**config.mk**
```make
export PLATFORM = sky130hd
export DESIGN_NAME = fft_ctrl_flat
export DESIGN_NICKNAME = d
export VERILOG_FILES = /design/src/rtl/fft_pkg.sv /design/src/rtl/fft_ctrl_if.sv /design/src/rtl/fft_frame_buf.sv /design/src/rtl/fft_ctrl.sv /design/src/flat_wrapper.sv
export SDC_FILE = /design/constraint.sdc
export NUM_CORES = 2
export LEC_CHECK = 0
export BUFFER_PORTS_ARGS = -buffer_cell sky130_fd_sc_hd__buf_2
export CORE_AREA = 2 2 431 433
export CTS_BUF_LIST = sky130_fd_sc_hd__clkbuf_16
export CTS_CLUSTER_DIAMETER = 100
export CTS_CLUSTER_SIZE = 16
export DETAILED_ROUTE_END_ITERATION = 7
export DIE_AREA = 0 0 433 435
export GPL_TIMING_DRIVEN = 0
export MAX_ROUTING_LAYER = met4
export PLACE_DENSITY_LB_ADDON = 0.1
export SLEW_MARGIN = 20
export SYNTH_ARGS = -nofsm -noshare
export SYNTH_HDL_FRONTEND = slang
export SYNTH_SLANG_ARGS = --single-unit
```
**constraint.sdc**
```tcl
create_clock -name clk -period 3.4 [get_ports clk]
set_input_delay 0.34 -clock clk [delete_from_list [all_inputs] [get_ports clk]]
set_output_delay 0.34 -clock clk [all_outputs]
set_load 0.005 [all_outputs]
```
**src/rtl/fft_pkg.sv**
```systemverilog
// rtl/fft_pkg.sv - shared constants, FSM state type and bin-order helper for the FFT controller
package fft_pkg;

    localparam int FFT_N    = 16;
    localparam int FFT_LOGN = 4;
    localparam int SAMPLE_W = 32;

    typedef enum logic [1:0] {
        FILL  = 2'd0,
        WAIT  = 2'd1,
        DRAIN = 2'd2
    } state_t;

    // Radix-2 results come back in bit-reversed slot order.
    function automatic logic [FFT_LOGN-1:0] bitrev4(input logic [FFT_LOGN-1:0] v);
        return {v[0], v[1], v[2], v[3]};
    endfunction

endpackage

```
**src/rtl/fft_ctrl_if.sv**
```systemverilog
// rtl/fft_ctrl_if.sv - sample input and result output handshakes of the FFT controller
interface fft_ctrl_if;

    logic                              in_valid;
    logic                              in_ready;
    logic [fft_pkg::SAMPLE_W-1:0]      in_data;
    logic                              out_valid;
    logic                              out_ready;
    logic [fft_pkg::SAMPLE_W-1:0]      out_data;
    logic [fft_pkg::FFT_LOGN-1:0]      out_idx;

    modport master (
        output in_valid, in_data, out_ready,
        input  in_ready, out_valid, out_data, out_idx
    );

    modport slave (
        input  in_valid, in_data, out_ready,
        output in_ready, out_valid, out_data, out_idx
    );

endinterface

```
**src/rtl/fft_frame_buf.sv**
```systemverilog
// rtl/fft_frame_buf.sv - 16x32 frame register file, indexed write, flattened 512-bit read
module fft_frame_buf
    import fft_pkg::*;
(
    input  logic                        clk,
    input  logic                        rst,
    input  logic                        we,
    input  logic [FFT_LOGN-1:0]         waddr,
    input  logic [SAMPLE_W-1:0]         wdata,
    output logic [FFT_N*SAMPLE_W-1:0]   rdata
);

    logic [SAMPLE_W-1:0] mem [FFT_N];

    always_ff @(posedge clk) begin
        if (rst) begin
            for (int i = 0; i < FFT_N; i++) begin
                mem[i] <= '0;
            end
        end else if (we) begin
            mem[waddr] <= wdata;
        end
    end

    for (genvar g = 0; g < FFT_N; g++) begin : g_rd
        assign rdata[g*SAMPLE_W +: SAMPLE_W] = mem[g];
    end

endmodule

```
**src/rtl/fft_ctrl.sv**
```systemverilog
// rtl/fft_ctrl.sv - FFT frame controller: fill, wait on datapath, drain in bin order; FFT_CTRL_OVERLAP_EN fills next frame during drain
module fft_ctrl
    import fft_pkg::*;
#(
    parameter int DP_LAT = 1
) (
    input  logic                        clk,
    input  logic                        rst,
    fft_ctrl_if.slave                   s,
    output logic [FFT_N*SAMPLE_W-1:0]   dp_data_out,
    input  logic [FFT_N*SAMPLE_W-1:0]   dp_data_in,
    output logic                        frame_done,
    output logic                        busy
);

    localparam logic [1:0] LAT_M1 = 2'(DP_LAT - 1);

    state_t                      state;
    state_t                      state_nxt;
    logic [FFT_LOGN-1:0]         fill_cnt;
    logic [1:0]                  wait_cnt;
    logic [FFT_LOGN-1:0]         k;
    logic                        next_full;
    logic [FFT_N*SAMPLE_W-1:0]   result;

    logic accept;
    logic last_in;
    logic hs;
    logic last_out;
    logic capture;

    assign accept   = s.in_valid && s.in_ready;
    assign last_in  = accept && (fill_cnt == 4'(FFT_N - 1));
    assign hs       = s.out_valid && s.out_ready;
    assign last_out = hs && (k == 4'(FFT_N - 1));
    assign capture  = (state == WAIT) && (wait_cnt == LAT_M1);

    fft_frame_buf u_frame_buf (
        .clk   (clk),
        .rst   (rst),
        .we    (accept),
        .waddr (fill_cnt),
        .wdata (s.in_data),
        .rdata (dp_data_out)
    );

    always_ff @(posedge clk) begin
        if (rst) begin
            state <= FILL;
        end else begin
            state <= state_nxt;
        end
    end

    always_comb begin
        state_nxt = state;
        unique case (state)
            FILL:    if (last_in) state_nxt = WAIT;
            WAIT:    if (capture) state_nxt = DRAIN;
            DRAIN: begin
                // A frame completing on the final handshake still counts as buffered.
                if (last_out) state_nxt = (next_full || last_in) ? WAIT : FILL;
            end
            default: state_nxt = FILL;
        endcase
    end

    always_comb begin
        s.in_ready  = 1'b0;
        s.out_valid = 1'b0;
        s.out_idx   = k;
        s.out_data  = '0;
        frame_done  = 1'b0;
        busy        = (state != FILL) || (fill_cnt != '0);
`ifdef FFT_CTRL_OVERLAP_EN
        s.in_ready  = (state == FILL) || ((state == DRAIN) && !next_full);
`else
        s.in_ready  = (state == FILL);
`endif
        if (state == DRAIN) begin
            s.out_valid = 1'b1;
            s.out_data  = result[SAMPLE_W*int'(bitrev4(k)) +: SAMPLE_W];
            frame_done  = last_out;
        end
    end

    always_ff @(posedge clk) begin
        if (rst) begin
            fill_cnt  <= '0;
            wait_cnt  <= '0;
            k         <= '0;
            next_full <= 1'b0;
            result    <= '0;
        end else begin
            if (accept) begin
                fill_cnt <= fill_cnt + 1'b1;
            end
            if (state != WAIT) begin
                wait_cnt <= '0;
            end else if (!capture) begin
                wait_cnt <= wait_cnt + 1'b1;
            end
            if (capture) begin
                result <= dp_data_in;
            end
            if (hs) begin
                k <= k + 1'b1;
            end
            // Set when the next frame is complete before the drain finishes.
            if (last_out) begin
                next_full <= 1'b0;
            end else if ((state == DRAIN) && last_in) begin
                next_full <= 1'b1;
            end
        end
    end

endmodule

```
**src/flat_wrapper.sv**
```systemverilog
// flat-port wrapper written by rule: the top's interface ports become plain ports
module fft_ctrl_flat import fft_pkg::*;
#(
    parameter int DP_LAT = 1
)
  (clk, rst, dp_data_out, dp_data_in, frame_done, busy, s_in_valid, s_in_data, s_out_ready, s_in_ready, s_out_valid, s_out_data, s_out_idx);
  fft_ctrl_if s_i ();
  input  logic clk;
  input  logic rst;
  output logic [FFT_N*SAMPLE_W-1:0] dp_data_out;
  input  logic [FFT_N*SAMPLE_W-1:0] dp_data_in;
  output logic frame_done;
  output logic busy;
  input wire logic [$bits(s_i.in_valid)-1:0] s_in_valid;
  input wire logic [$bits(s_i.in_data)-1:0] s_in_data;
  input wire logic [$bits(s_i.out_ready)-1:0] s_out_ready;
  output wire logic [$bits(s_i.in_ready)-1:0] s_in_ready;
  output wire logic [$bits(s_i.out_valid)-1:0] s_out_valid;
  output wire logic [$bits(s_i.out_data)-1:0] s_out_data;
  output wire logic [$bits(s_i.out_idx)-1:0] s_out_idx;
  assign s_i.in_valid = s_in_valid;
  assign s_i.in_data = s_in_data;
  assign s_i.out_ready = s_out_ready;
  assign s_in_ready = s_i.in_ready;
  assign s_out_valid = s_i.out_valid;
  assign s_out_data = s_i.out_data;
  assign s_out_idx = s_i.out_idx;
  fft_ctrl #(.DP_LAT(DP_LAT)) u_core (.clk(clk), .rst(rst), .s(s_i), .dp_data_out(dp_data_out), .dp_data_in(dp_data_in), .frame_done(frame_done), .busy(busy));
endmodule
```
==> run_results.csv <==
group,metric,value,unit
setup_path,cp-end-kind,"output pin",
yosys,synth.distinct_cells,34,
yosys,syn-instance-count,3920,
setup_path,reg2reg_from,"u_core.state[0]$_SDFFE_PP0P_",
yosys,yosys_warnings,0,
power_and_ir_drop,pwr-share-clk,37.8,%
cells_and_area,drive_above_1_share,27.5,%
floorplanning,die-area,0.188,mm^2
detailed_routing,antenna_left,0,
place,dp_hpwl,177000,um
detailed_routing,route.detailed.drc,0,
cts,cts_buffer_depth,3,
sta,rsz0062_at_grt,"yes",
cells_and_area,synthToLayoutAreaGrowth,40.4,%
yosys,synthFlopType,"dfxtp_1",
global_routing,grt_use_total,24.0,%
detailed_routing,routedWlPerCell,27.6,um
sta,hold_viol,0,
floorplanning,fp.dieW,433,um
setup_path,cp-startpoint,"u_core.s.out_idx[2]$_SDFFE_PP0P_",
cts,post-cts-setup-buffer-count,0,
power_and_ir_drop,swShare,25.4,%
yosys,synth-seq-cells,1037,
cells_and_area,fin_area,0.0588,mm^2
global_routing,grt_pass1_vias,36300,
cells_and_area,fin_util,31.9,%
power_and_ir_drop,peakVddDrop,0.330,mV
sta,fin_crit,3.39,ns
power_and_ir_drop,leakage,22.5,nW
yosys,seq_area_frac_synth,61.8,%
cts,path_clk_slew,0.08,ns
setup_path,worstPathMaxFanout,10,
detailed_routing,wl,225000,um
yosys,synth.cells.most_frequent,"1035 x nand2_1, 525 x dfxtp_1, 517 x a21oi_1, 513 x and2_1, 512 x edfxtp_1",
yosys,yosysMostFrequentCell,"nand2_1",
setup_path,criticalPathCategory,"reg2out",
floorplanning,start_util,22.7,%
detailed_routing,drt_iter0_drc,2359,
setup_path,cp.required,3.06,ns
run,cap_viol_max_count,0,
detailed_routing,vias,35800,
cts,root_buffer,"clkbuf_16",
sta,slew_viol_final,0,
yosys,synth.area.top_cells,"edfxtp_1 37%, dfxtp_1 25%, nand2_1 9.3%, and2_1 7.7%, a21oi_1 6.2%",
power_and_ir_drop,p_seq_share,54.1,%
sta,clock.fmax,295,MHz
global_routing,grt_pass1_wl,303000,um
yosys,synth_edf_count,512,
global_routing,grt_overflow,0,
cts,cts_tree,"built",
power_and_ir_drop,p_per_area,421,mW/mm^2
setup_path,arrival,3.05,ns
global_routing,grt_max_degree,33,
setup_path,r2r.worst_path.cells,4,
sta,tightestPinTransition,1.13,ns
sta,finalSetupViolCount,0,
power_and_ir_drop,intPower,18.5,mW
cts,cts_sinks,1037,
floorplanning,rows,158,
hold_path,hold_path_depth,2,
floorplanning,core,0.184,mm^2
yosys,synthesis.area,0.0419,mm^2
yosys,yosys.area.top_type,"edfxtp_1",
yosys,ys_async_sr_fraction,0,%
setup_path,reg2reg_to,"u_core.u_frame_buf.mem[8][6]$_SDFFCE_PN0P_",
setup_path,start_kind,"register",
yosys,synth_fp_nets,4474,
hold_path,hold_path_class,"in2reg",
setup_path,endpoint,"s_out_data[14]",
floorplanning,ioPinCount,1100,
detailed_routing,viasPerCell,4.38,
yosys,avgSynthCellArea,10.7,um^2
place,dpl_cell_area,0.0505,mm^2
cts,htreeDepth,3,
sta,finalSetupTns,0,ns
floorplanning,die_height,435,um
place,portBuffers,1099,
run_status,outcome,"finished clean",
setup_path,r2r_setup_slack,0.27,ns
power_and_ir_drop,pwr-share-comb,8.0,%
cells_and_area,final_nets,6180,
global_routing,antenna_found_initial,58,
sta,fin_crit_sh,99.6,%
sta,slew_headroom,24.9,%
yosys,yosysTopAreaCellShare,36.7,%
cts,clkLatencyLatePin,0.74,ns
detailed_routing,first_pass_iters,5,
place,gp_congestion,0.912,
power_and_ir_drop,p_sw,6.28,mW
sta,skew,0.0373,ns
cts,cts_made_buffers,78,
## layout by cell type, fill, tap and decap left out, types with 80 or more instances in the layout
cell type	instances
buf_2	1166
nand2_1	1035
dlygate4sd3_1	527
dfxtp_1	523
a21oi_1	517
and2_1	512
edfxtp_1	512
clkbuf_1	150
mux2i_1	130
clkbuf_16	80
## worst min path at each step
| stage | startpoint | end | slack, ns |
|---|---|---|---|
| floorplan | u_core.result[320]$_SDFFE_PP0P_ | u_core.result[320]$_SDFFE_PP0P_ | 0.43 |
| global placement | u_core.result[331]$_SDFFE_PP0P_ | u_core.result[331]$_SDFFE_PP0P_ | 0.44 |
| detailed placement | u_core.result[348]$_SDFFE_PP0P_ | u_core.result[348]$_SDFFE_PP0P_ | 0.44 |
| CTS | s_in_data[2] | u_core.u_frame_buf.mem[14][2]$_SDFFCE_PN0P_ | 0.0009 |
| global route | s_in_data[2] | u_core.u_frame_buf.mem[13][2]$_SDFFCE_PN0P_ | 0.03 |
| finish | s_in_data[2] | u_core.u_frame_buf.mem[14][2]$_SDFFCE_PN0P_ | 0.06 |
## kinds of logic (layout without fill, tap and decap cells)
group	Yosys count	in the layout	synth area share, %
and+or+nand+nor	1678	1678	18.7
DFF	1037	1037	61.8
AOI/OAI and AO/OA	645	645	8.37
buffers and inverters	322	2063	4.16
muxes	225	225	6.55
xor gates and xnor gates	7	7	0.146
adders and majority gates	6	6	0.179
other	0	28	0
## per-layer routing
metal | wire length, um | GRT usage [%] | vias to the layer above
li1 | - | - | 16700
met1 | 87800 | 26.6 | 17600
met2 | 114000 | 41.8 | 1115
met3 | 10200 | 3.50 | 364
met4 | 12800 | 12.1 | 0
met5 | 0 | - | -
## timing repair
action	in CTS	in global routing
hold endpoints to repair	586	0
gates cloned	1	0
pin swaps	14	5
gates resized for setup	137	9
setup endpoints to repair	63	18
hold buffers	527	0
## flip-flops by register name, summed over array words and instances (netlist names)
register / flops
u_core.fill_cnt: 4
u_core.next_full: 1
u_core.wait_cnt: 2
u_core.result: 512
u_core.state: 2
u_core.s.out_idx: 4
u_core.u_frame_buf.mem: 512
## critical path: stages (launching register included)
cell,delay (ns)
dfxtp_2,0.37
buf_8,0.17
buf_12,0.16
nor2b_1,0.13
clkbuf_2,0.18
buf_2,0.26
a22oi_2,0.42
nand3_2,0.23
o31ai_1,0.12
buf_2,0.26
## power by group through the flow
stage	Combinational, mW	Sequential [mW]	Clock [mW]
2_1_floorplan	0.272	13.7	0
3_3_place_gp	1.49	13.7	0
3_5_place_dp	1.49	13.7	0
4_1_cts	2.02	13.4	9.65
5_1_grt	2.09	13.4	10.0
6_report	1.99	13.4	9.37
## final cells by class
type / count / area [um^2]
plain buffers: 314 / 1830
repair buffers: 1628 / 10800
multi-input cells: 2561 / 14800
fillers: 19300 / 125000
diodes: 28 / 70.1
well taps: 2480 / 3100
clock buffers: 80 / 2000
flip-flops and latches: 1037 / 25900
inverters: 6 / 22.5
clock inverters: 35 / 256
## metrics by stage
step / worst slack, ns / hold slack, ns / power, mW / instances
after floorplan: 1.31 / 0.433 / 14.0 / 3920
after global placement: -0.873 / 0.439 / 15.2 / 7499
after detailed placement: -0.304 / 0.443 / 15.2 / 7500
after CTS: -0.0354 / 0.000884 / 25.1 / 8141
after global routing: -0.00747 / 0.0295 / 25.6 / 8163
final: 0.0135 / 0.0561 / 24.8 / 8169
Note: power is estimated with default switching activity, not from simulation.
